===== src/rtl/csr_hpm_counter_bank_if.sv =====
`default_nettype none
// ============================================================================
// Module      : csr_hpm_counter_bank_if
// Description : CSR access channel between the CSR unit (master) and the
//               hardware performance counter bank (slave). One-cycle request
//               strobe with address/op/data, registered response one cycle
//               later.
//               Signals:
//                 csr_req    master->slave  access strobe
//                 csr_addr   master->slave  12-bit CSR address
//                 csr_op     master->slave  00 read, 01 write, 10 set, 11 clear
//                 csr_wdata  master->slave  write data / set-clear mask
//                 csr_rvalid slave->master  response valid
//                 csr_hit    slave->master  address mapped to this bank
//                 csr_rdata  slave->master  pre-access CSR value
// Revision    : 1.0 - initial release
// ============================================================================
interface csr_hpm_counter_bank_if;
    logic        csr_req;
    logic [11:0] csr_addr;
    logic [1:0]  csr_op;
    logic [31:0] csr_wdata;
    logic        csr_rvalid;
    logic        csr_hit;
    logic [31:0] csr_rdata;

    modport master (
        output csr_req, csr_addr, csr_op, csr_wdata,
        input  csr_rvalid, csr_hit, csr_rdata
    );

    modport slave (
        input  csr_req, csr_addr, csr_op, csr_wdata,
        output csr_rvalid, csr_hit, csr_rdata
    );
endinterface
`default_nettype wire


===== src/rtl/csr_hpm_counter_bank.sv =====
`default_nettype none
// ============================================================================
// Module      : csr_hpm_counter_bank
// Description : Bank of RV32 machine hardware performance counters
//               (mhpmcounter3+/mhpmcounterh3+, mhpmevent3+, mcountinhibit).
//               Each counter increments on the core event chosen by its
//               mhpmevent select field unless inhibited. CSR accesses arrive
//               over csr_hpm_counter_bank_if and are answered one cycle later
//               with the value held before the access.
//               Optional feature macro: CSR_HPM_OVERFLOW_IRQ_EN
//                 defined     : mhpmevent[31]=OF (sticky wrap flag),
//                               mhpmevent[30]=OFIE, hpm_irq = OR(OF & OFIE)
//                 not defined : mhpmevent[31:30] read 0, hpm_irq tied 0
//               Ports:
//                 clk      core clock
//                 rst      synchronous active-high reset
//                 events   one-cycle event pulses from the core
//                 bus      CSR access channel (slave side)
//                 hpm_irq  counter-overflow interrupt request
// Revision    : 1.0 - initial release
// ============================================================================
module csr_hpm_counter_bank #(
    parameter int NUM_COUNTERS = 4,
    parameter int COUNTER_W    = 64,
    parameter int NUM_EVENTS   = 16
) (
    input  logic                    clk,
    input  logic                    rst,
    input  logic [NUM_EVENTS-1:0]   events,
    csr_hpm_counter_bank_if.slave   bus,
    output logic                    hpm_irq
);

    localparam int EVSEL_W = $clog2(NUM_EVENTS + 1);
    // Event vector padded so every select code indexes a real bit; code 0
    // maps to a constant-zero slot, codes above NUM_EVENTS never get stored.
    localparam int c_ev_pad = 1 << EVSEL_W;
    localparam int c_hi_w   = COUNTER_W - 32;

    localparam logic [11:0] c_addr_inhibit = 12'h320;
    localparam logic [11:0] c_addr_event   = 12'h323;
    localparam logic [11:0] c_addr_cnt_lo  = 12'hB03;
    localparam logic [11:0] c_addr_cnt_hi  = 12'hB83;

    localparam logic [1:0] c_op_read  = 2'b00;
    localparam logic [1:0] c_op_write = 2'b01;
    localparam logic [1:0] c_op_set   = 2'b10;

    // ------------------------------------------------------------------
    // State
    // ------------------------------------------------------------------
    logic [COUNTER_W-1:0]    r_cnt [NUM_COUNTERS];
    logic [EVSEL_W-1:0]      r_sel [NUM_COUNTERS];
    logic [NUM_COUNTERS-1:0] r_inh;

    logic                    r_rvalid;
    logic                    r_hit;
    logic [31:0]             r_rdata;

    // ------------------------------------------------------------------
    // Combinational
    // ------------------------------------------------------------------
    logic                    w_inh_hit;
    logic [NUM_COUNTERS-1:0] w_lo_hit;
    logic [NUM_COUNTERS-1:0] w_hi_hit;
    logic [NUM_COUNTERS-1:0] w_ev_hit;
    logic                    w_hit;
    logic                    w_wr;
    logic [31:0]             w_old;
    logic [31:0]             w_new;
    logic [EVSEL_W-1:0]      w_sel_legal;
    logic [c_ev_pad-1:0]     w_evt_pad;
    logic [NUM_COUNTERS-1:0] w_inc;
    logic [NUM_COUNTERS-1:0] w_cnt_wr;
    logic [NUM_COUNTERS-1:0] w_of_rd;
    logic [NUM_COUNTERS-1:0] w_ofie_rd;

    // Address decode
    always_comb begin
        w_inh_hit = (bus.csr_addr == c_addr_inhibit);
        w_lo_hit  = '0;
        w_hi_hit  = '0;
        w_ev_hit  = '0;
        for (int i = 0; i < NUM_COUNTERS; i++) begin
            w_lo_hit[i] = (bus.csr_addr == 12'(c_addr_cnt_lo + 12'(i)));
            w_hi_hit[i] = (bus.csr_addr == 12'(c_addr_cnt_hi + 12'(i)));
            w_ev_hit[i] = (bus.csr_addr == 12'(c_addr_event  + 12'(i)));
        end
    end

    assign w_hit = w_inh_hit | (|w_lo_hit) | (|w_hi_hit) | (|w_ev_hit);
    assign w_wr  = bus.csr_req & (bus.csr_op != c_op_read) & w_hit;

    // Pre-access read value; unmapped addresses fall through to zero
    always_comb begin
        w_old = '0;
        if (w_inh_hit) begin
            w_old[3 +: NUM_COUNTERS] = r_inh;
        end
        for (int i = 0; i < NUM_COUNTERS; i++) begin
            if (w_lo_hit[i]) begin
                w_old = r_cnt[i][31:0];
            end
            if (w_hi_hit[i]) begin
                w_old[c_hi_w-1:0] = r_cnt[i][COUNTER_W-1:32];
            end
            if (w_ev_hit[i]) begin
                w_old[EVSEL_W-1:0] = r_sel[i];
                w_old[31]          = w_of_rd[i];
                w_old[30]          = w_ofie_rd[i];
            end
        end
    end

    always_comb begin
        case (bus.csr_op)
            c_op_write: w_new = bus.csr_wdata;
            c_op_set:   w_new = w_old | bus.csr_wdata;
            default:    w_new = w_old & ~bus.csr_wdata;
        endcase
    end

    // WARL select: unsupported event codes collapse to "no event"
    assign w_sel_legal = (w_new[EVSEL_W-1:0] > EVSEL_W'(NUM_EVENTS)) ? '0
                                                                      : w_new[EVSEL_W-1:0];

    always_comb begin
        w_evt_pad                 = '0;
        w_evt_pad[NUM_EVENTS:1]   = events;
    end

    always_comb begin
        w_inc    = '0;
        w_cnt_wr = '0;
        for (int i = 0; i < NUM_COUNTERS; i++) begin
            w_inc[i]    = (r_sel[i] != '0) && w_evt_pad[r_sel[i]] && !r_inh[i];
            w_cnt_wr[i] = w_wr && (w_lo_hit[i] || w_hi_hit[i]);
        end
    end

    // ------------------------------------------------------------------
    // Counter, select and inhibit state. A CSR write to either half of a
    // counter takes priority and drops that cycle's increment.
    // ------------------------------------------------------------------
    always_ff @(posedge clk) begin
        if (rst) begin
            for (int i = 0; i < NUM_COUNTERS; i++) begin
                r_cnt[i] <= '0;
                r_sel[i] <= '0;
            end
            r_inh <= '1;
        end else begin
            for (int i = 0; i < NUM_COUNTERS; i++) begin
                if (w_wr && w_lo_hit[i]) begin
                    r_cnt[i][31:0] <= w_new;
                end else if (w_wr && w_hi_hit[i]) begin
                    r_cnt[i][COUNTER_W-1:32] <= w_new[c_hi_w-1:0];
                end else if (w_inc[i]) begin
                    r_cnt[i] <= r_cnt[i] + COUNTER_W'(1);
                end
                if (w_wr && w_ev_hit[i]) begin
                    r_sel[i] <= w_sel_legal;
                end
            end
            if (w_wr && w_inh_hit) begin
                r_inh <= w_new[3 +: NUM_COUNTERS];
            end
        end
    end

    // ------------------------------------------------------------------
    // Response register
    // ------------------------------------------------------------------
    always_ff @(posedge clk) begin
        if (rst) begin
            r_rvalid <= 1'b0;
            r_hit    <= 1'b0;
            r_rdata  <= '0;
        end else begin
            r_rvalid <= bus.csr_req;
            r_hit    <= bus.csr_req & w_hit;
            r_rdata  <= bus.csr_req ? w_old : '0;
        end
    end

    assign bus.csr_rvalid = r_rvalid;
    assign bus.csr_hit    = r_hit;
    assign bus.csr_rdata  = r_rdata;

    // ------------------------------------------------------------------
    // Overflow flags and interrupt
    // ------------------------------------------------------------------
`ifdef CSR_HPM_OVERFLOW_IRQ_EN
    logic [NUM_COUNTERS-1:0] r_of;
    logic [NUM_COUNTERS-1:0] r_ofie;
    logic                    r_irq;
    logic [NUM_COUNTERS-1:0] w_of_nxt;
    logic [NUM_COUNTERS-1:0] w_ofie_nxt;

    // The wrap is applied after the CSR write so a same-cycle wrap keeps OF
    // set even when software writes bit 31 to 0.
    always_comb begin
        w_of_nxt   = r_of;
        w_ofie_nxt = r_ofie;
        for (int i = 0; i < NUM_COUNTERS; i++) begin
            if (w_wr && w_ev_hit[i]) begin
                w_of_nxt[i]   = w_new[31];
                w_ofie_nxt[i] = w_new[30];
            end
            if (w_inc[i] && !w_cnt_wr[i] && (&r_cnt[i])) begin
                w_of_nxt[i] = 1'b1;
            end
        end
    end

    // Interrupt is registered from the next-state flags so it always tracks
    // the architecturally visible OF/OFIE bits.
    always_ff @(posedge clk) begin
        if (rst) begin
            r_of   <= '0;
            r_ofie <= '0;
            r_irq  <= 1'b0;
        end else begin
            r_of   <= w_of_nxt;
            r_ofie <= w_ofie_nxt;
            r_irq  <= |(w_of_nxt & w_ofie_nxt);
        end
    end

    assign w_of_rd   = r_of;
    assign w_ofie_rd = r_ofie;
    assign hpm_irq   = r_irq;
`else
    assign w_of_rd   = '0;
    assign w_ofie_rd = '0;
    assign hpm_irq   = 1'b0;
`endif

endmodule
`default_nettype wire


===== src/flat_wrapper.sv =====
// flat-port wrapper written by rule: the top's interface ports become plain ports
module csr_hpm_counter_bank_flat 
#(
    parameter int NUM_COUNTERS = 4,
    parameter int COUNTER_W    = 64,
    parameter int NUM_EVENTS   = 16
)
  (clk, rst, events, hpm_irq, bus_csr_req, bus_csr_addr, bus_csr_op, bus_csr_wdata, bus_csr_rvalid, bus_csr_hit, bus_csr_rdata);
  csr_hpm_counter_bank_if bus_i ();
  input  logic clk;
  input  logic rst;
  input  logic [NUM_EVENTS-1:0] events;
  output logic hpm_irq;
  input wire logic [$bits(bus_i.csr_req)-1:0] bus_csr_req;
  input wire logic [$bits(bus_i.csr_addr)-1:0] bus_csr_addr;
  input wire logic [$bits(bus_i.csr_op)-1:0] bus_csr_op;
  input wire logic [$bits(bus_i.csr_wdata)-1:0] bus_csr_wdata;
  output wire logic [$bits(bus_i.csr_rvalid)-1:0] bus_csr_rvalid;
  output wire logic [$bits(bus_i.csr_hit)-1:0] bus_csr_hit;
  output wire logic [$bits(bus_i.csr_rdata)-1:0] bus_csr_rdata;
  assign bus_i.csr_req = bus_csr_req;
  assign bus_i.csr_addr = bus_csr_addr;
  assign bus_i.csr_op = bus_csr_op;
  assign bus_i.csr_wdata = bus_csr_wdata;
  assign bus_csr_rvalid = bus_i.csr_rvalid;
  assign bus_csr_hit = bus_i.csr_hit;
  assign bus_csr_rdata = bus_i.csr_rdata;
  csr_hpm_counter_bank #(.NUM_COUNTERS(NUM_COUNTERS), .COUNTER_W(COUNTER_W), .NUM_EVENTS(NUM_EVENTS)) u_core (.clk(clk), .rst(rst), .events(events), .bus(bus_i), .hpm_irq(hpm_irq));
endmodule

===== config.mk =====
export PLATFORM = sky130hd
export DESIGN_NAME = csr_hpm_counter_bank_flat
export DESIGN_NICKNAME = d
export VERILOG_FILES = /design/src/rtl/csr_hpm_counter_bank_if.sv /design/src/rtl/csr_hpm_counter_bank.sv /design/src/flat_wrapper.sv
export SDC_FILE = /design/constraint.sdc
export NUM_CORES = 1
export LEC_CHECK = 0
export CORE_MARGIN = 2
export CORE_UTILIZATION = 39
export DETAILED_ROUTE_END_ITERATION = 7
export GPL_TIMING_DRIVEN = 0
export HOLD_SLACK_MARGIN = 0.15
export PLACE_DENSITY = 0.56
export SLEW_MARGIN = 15
export SYNTH_ARGS = -nofsm -noshare
export SYNTH_HDL_FRONTEND = slang
export SYNTH_SLANG_ARGS = --single-unit

===== constraint.sdc =====
create_clock -name clk -period 9.3 [get_ports clk]
set_input_delay 2.325 -clock clk [delete_from_list [all_inputs] [get_ports clk]]
set_output_delay 2.325 -clock clk [all_outputs]
set_load 0.02 [all_outputs]

==> results by group <==
Clock tree
  • PostCTS Resize Cnt: 0
  • Clock transition at path regs: 0.06 ns
  • Worst-Skew Late Latency: 0.59 ns
  • Inserted Clock Buffers: 40
  • CTS root buffer: clkbuf_16
  • Htree depth: 2
  • CTS Sinks: 314
  • CTS Hold Bufs: 0
  • Setup bufs post-CTS: 0
  • Bufs on Longest Clock Path: 3
  • TritonCTS clock tree: yes

Synthesis
  • Ys Warns: 0
  • Avg Cell Area, Syn: 9.655 um^2
  • Post-synthesis sequential area ratio: ~43%
  • Async SR Flop Fraction: 0%
  • FF+latch count, synth: 314
  • Mapped Cells: 2172
  • Post-Syn Area: 20970 um^2
  • Top_reg_cell synth: edfxtp_1
  • Post-Syn Nets: between 2000 and 2500
  • EDFF count, synth: around 280
  • Library cells used by synthesis: between 90 and 100

Critical path
  • R2r endpoint: u_core.r_cnt[0][95]
  • CP endpoint: u_core.r_cnt[0][234]
  • Cell with the most instances on the worst path: buf_2
  • CP max stage delay: 0.75 ns
  • Critical Path RT: 9.59 ns
  • CP Capture Type: register
  • Reg2Reg Depth: 8
  • CP cell instances: clkdlybuf4s50_1, buf_2, buf_2, buf_2, buf_1, nand4_1, o22ai_1, a21o_1, o31a_1, o22ai_1
  • Critical path class: input pin to register
  • Crit-path slowest cell: buf_1
  • Worst R2R Setup Slack: 5.24 ns
  • Crit Path Max Fanout: 10
  • CP Launch Point: bus_csr_addr[7]
  • CP arrival: around 7.2 ns
  • Worst setup SP type: input pin
  • Reg2Reg Launch Point: u_core.r_sel[0][5]

Global route
  • GR peak layer: met2
  • Largest net degree at the start of global routing: 33
  • Total grt overflow: 0
  • First-pass GRT wire length: 143000 um
  • GR Layer Usage met3: 8.204%
  • Total GRT Usage: roughly 36%
  • Initial antenna violation count: 3
  • Met1 GRT Util: 50.09%
  • Number of global-route vias before repair: 19228
  • GRT met2 Usage: 50.89%

Placement
  • Placed inst area: approximately 23000 um^2
  • Routability cong.: 1.008
  • Final HPWL DP: a little under 80000 um
  • Setup WS pre-CTS: roughly 2.1 ns
  • Placed Cells: just under 3000
  • I/O Buffers: 98

Outcome
  • Status: finished with violations
  • Failing checks: DRC

Floorplanning
  • Die area: 55640 um^2
  • Die height: 235.9 um
  • Initial core utilization: 39.67%
  • Core area: 52870 um^2
  • Die width: 235.9 um
  • Core Rows: 84
  • IO Pins: 100

STA
  • Final Max Slew Viols: 0
  • Crit share post-route: 74.59%
  • Final worst slack: 2.363 ns
  • Fin. Hold Viols: 0
  • Final setup vio count: 0
  • Fmax: 144.2 MHz
  • Slew Limit Headroom: 15.95%
  • RSZ-0062 raised after global routing: false
  • Fin crit period: 6.937 ns
  • Fin Hold WS: 0.5190 ns
  • Clk_skew: approximately 0.016 ns
  • Slew @ Worst Pin: between 1 and 1.5 ns

Power
  • P_sw: approximately 970 uW
  • Sw Ratio: between 20% and 30%
  • PwrDens: 146.1 nW/um^2
  • Leakage: 7.392 nW
  • Reg power frac: between 40% and 50%
  • Maximum vdd ir drop: 0.2076 mV
  • Clock power share: between 40 and 50%
  • Pint: 2.597 mW
  • Pwr Total: 3.566 mW
  • Comb power frac: 9.4%

Finish
  • Syn-to-layout area delta: 16.37%
  • Number of antenna diodes: 0
  • Fillers: 5061
  • Share of layout cells above drive strength 1: 9.419%
  • Register area: 9049 um^2
  • Final Non-Filler Cells: around 3000
  • Area of the multi-input gates: around 11000 um^2
  • Final instance area: 24400 um^2
  • Nets: 2400

Flow run
  • Max Cap Viol: 0

Route
  • Routed WL: 101600 um
  • ANT nets after route: 0
  • DR WL/cell: 33.36 um
  • DRT Pass-1 Iters: 8
  • Initial DRC Count: about 3500
  • Vias per inst: 6.927
  • DRC errors left: 12
  • DR vias: 21093

Worst hold path
  • Hold Path Class: register to register
  • Hold_sp: u_core.r_inh[2]
## power groups by stage
stage / Clock (mW) / Combinational [mW] / Sequential, mW
6_report: 1.58 / 0.335 / 1.65
5_1_grt: 1.63 / 0.344 / 1.66
4_1_cts: 1.58 / 0.324 / 1.65
3_5_place_dp: 0 / 0.322 / 1.68
3_3_place_gp: 0 / 0.309 / 1.68
2_1_floorplan: 0 / 0.165 / 1.64
## through the flow
step                util [%]  setup TNS (ns)
global route           46.16               0
CTS                    46.14               0
finish                 46.16               0
detailed placement     43.72               0
floorplan                  -               0
global placement       43.15          -39.67
## cell families after synthesis
group / share of synthesized area, %
and+or+nand+nor: 21.06
buffers and inverters: 3.848
other: 0.01788
muxes: 2.983
AOI/OAI and AO/OA: 18.33
adders and majority gates: 0.4176
DFF: 43.15
xor gates and xnor gates: 10.19
## routing by layer
layer	part of all wire (%)	up-vias
li1	-	8778
met1	41	10401
met2	41	1618
met3	12	290
met4	5.8	6
met5	0.031	-
## cell usage after synthesis (22+ instances only)
library cell | count | share of area, %
mux2i_1 | 22 | 1.1
a21oi_1 | 53 | 1.3
nor3_1 | 45 | 1.1
clkbuf_1 | 76 | 1.4
dfxtp_1 | 38 | 3.6
nand2_1 | 161 | 2.9
nand4_1 | 82 | 2.4
and3_1 | 39 | 1.2
xnor2_1 | 121 | 5.1
nand3_1 | 133 | 3.2
edfxtp_1 | 276 | 40
and4_1 | 37 | 1.5
xor2_1 | 123 | 5.1
o22ai_1 | 251 | 7.5
nor2_1 | 163 | 2.9
buf_2 | 57 | 1.4
inv_1 | 38 | 0.68
a22oi_1 | 29 | 1.0
o21ai_0 | 47 | 1.1
nor4_1 | 28 | 0.84
## worst min path at each step
stage                                  to  slack, ns  cells after the start
after floorplan           u_core.r_inh[2]       0.47                      2
after global routing      u_core.r_inh[2]       0.54                      2
after global placement    u_core.r_inh[2]       0.50                      2
after CTS                 u_core.r_inh[2]       0.51                      2
final                     u_core.r_inh[2]       0.52                      2
after detailed placement  u_core.r_inh[2]       0.51                      2
## sequential cells by signal, indices dropped and copies added (netlist names)
name and cells:
u_core.bus.csr_hit 1, u_core.bus.csr_rdata 32, u_core.bus.csr_rvalid 1, u_core.r_cnt 256, u_core.r_inh 4, u_core.r_sel 20
## final cells by class
type	count	area share, %
buffer	146	2.692
timing repair buffer	114	4.810
sequential	314	37.08
clock inverter	11	0.3640
tap	688	3.528
clock buffer	60	4.876
multi-input combinational	1672	46.03
inverter	40	0.6153
## cell usage in the layout (no fill, tap or decap), types with 13 or more instances in the layout
| master | netlist | final |
|---|---|---|
| edfxtp_1 | 276 | 276 |
| o22ai_1 | 251 | 251 |
| nor2_1 | 163 | 163 |
| nand2_1 | 161 | 157 |
| nand3_1 | 133 | 133 |
| xor2_1 | 123 | 123 |
| xnor2_1 | 121 | 121 |
| clkdlybuf4s50_1 | 0 | 98 |
| clkbuf_1 | 76 | 88 |
| nand4_1 | 82 | 82 |
| buf_2 | 57 | 59 |
| a21oi_1 | 53 | 53 |
| o21ai_0 | 47 | 46 |
| nor3_1 | 45 | 45 |
| clkbuf_16 | 0 | 43 |
| and3_1 | 39 | 39 |
| inv_1 | 38 | 38 |
| dfxtp_1 | 38 | 38 |
| and4_1 | 37 | 37 |
| nor4_1 | 28 | 24 |
| a22oi_1 | 29 | 23 |
| mux2i_1 | 22 | 22 |
| o21ai_1 | 20 | 20 |
| and2_1 | 20 | 20 |
| mux4_2 | 16 | 16 |
| a31oi_1 | 14 | 14 |
| o31a_1 | 13 | 13 |
## worst max-delay path, delay by kind of cell
family,cells,cell delay [ns]
buffers and inverters,5,2.31
AO/OA/AOI/OAI,4,1.82
AND/OR/NAND/NOR,1,0.74
Note: power is estimated with default switching activity, not from simulation.
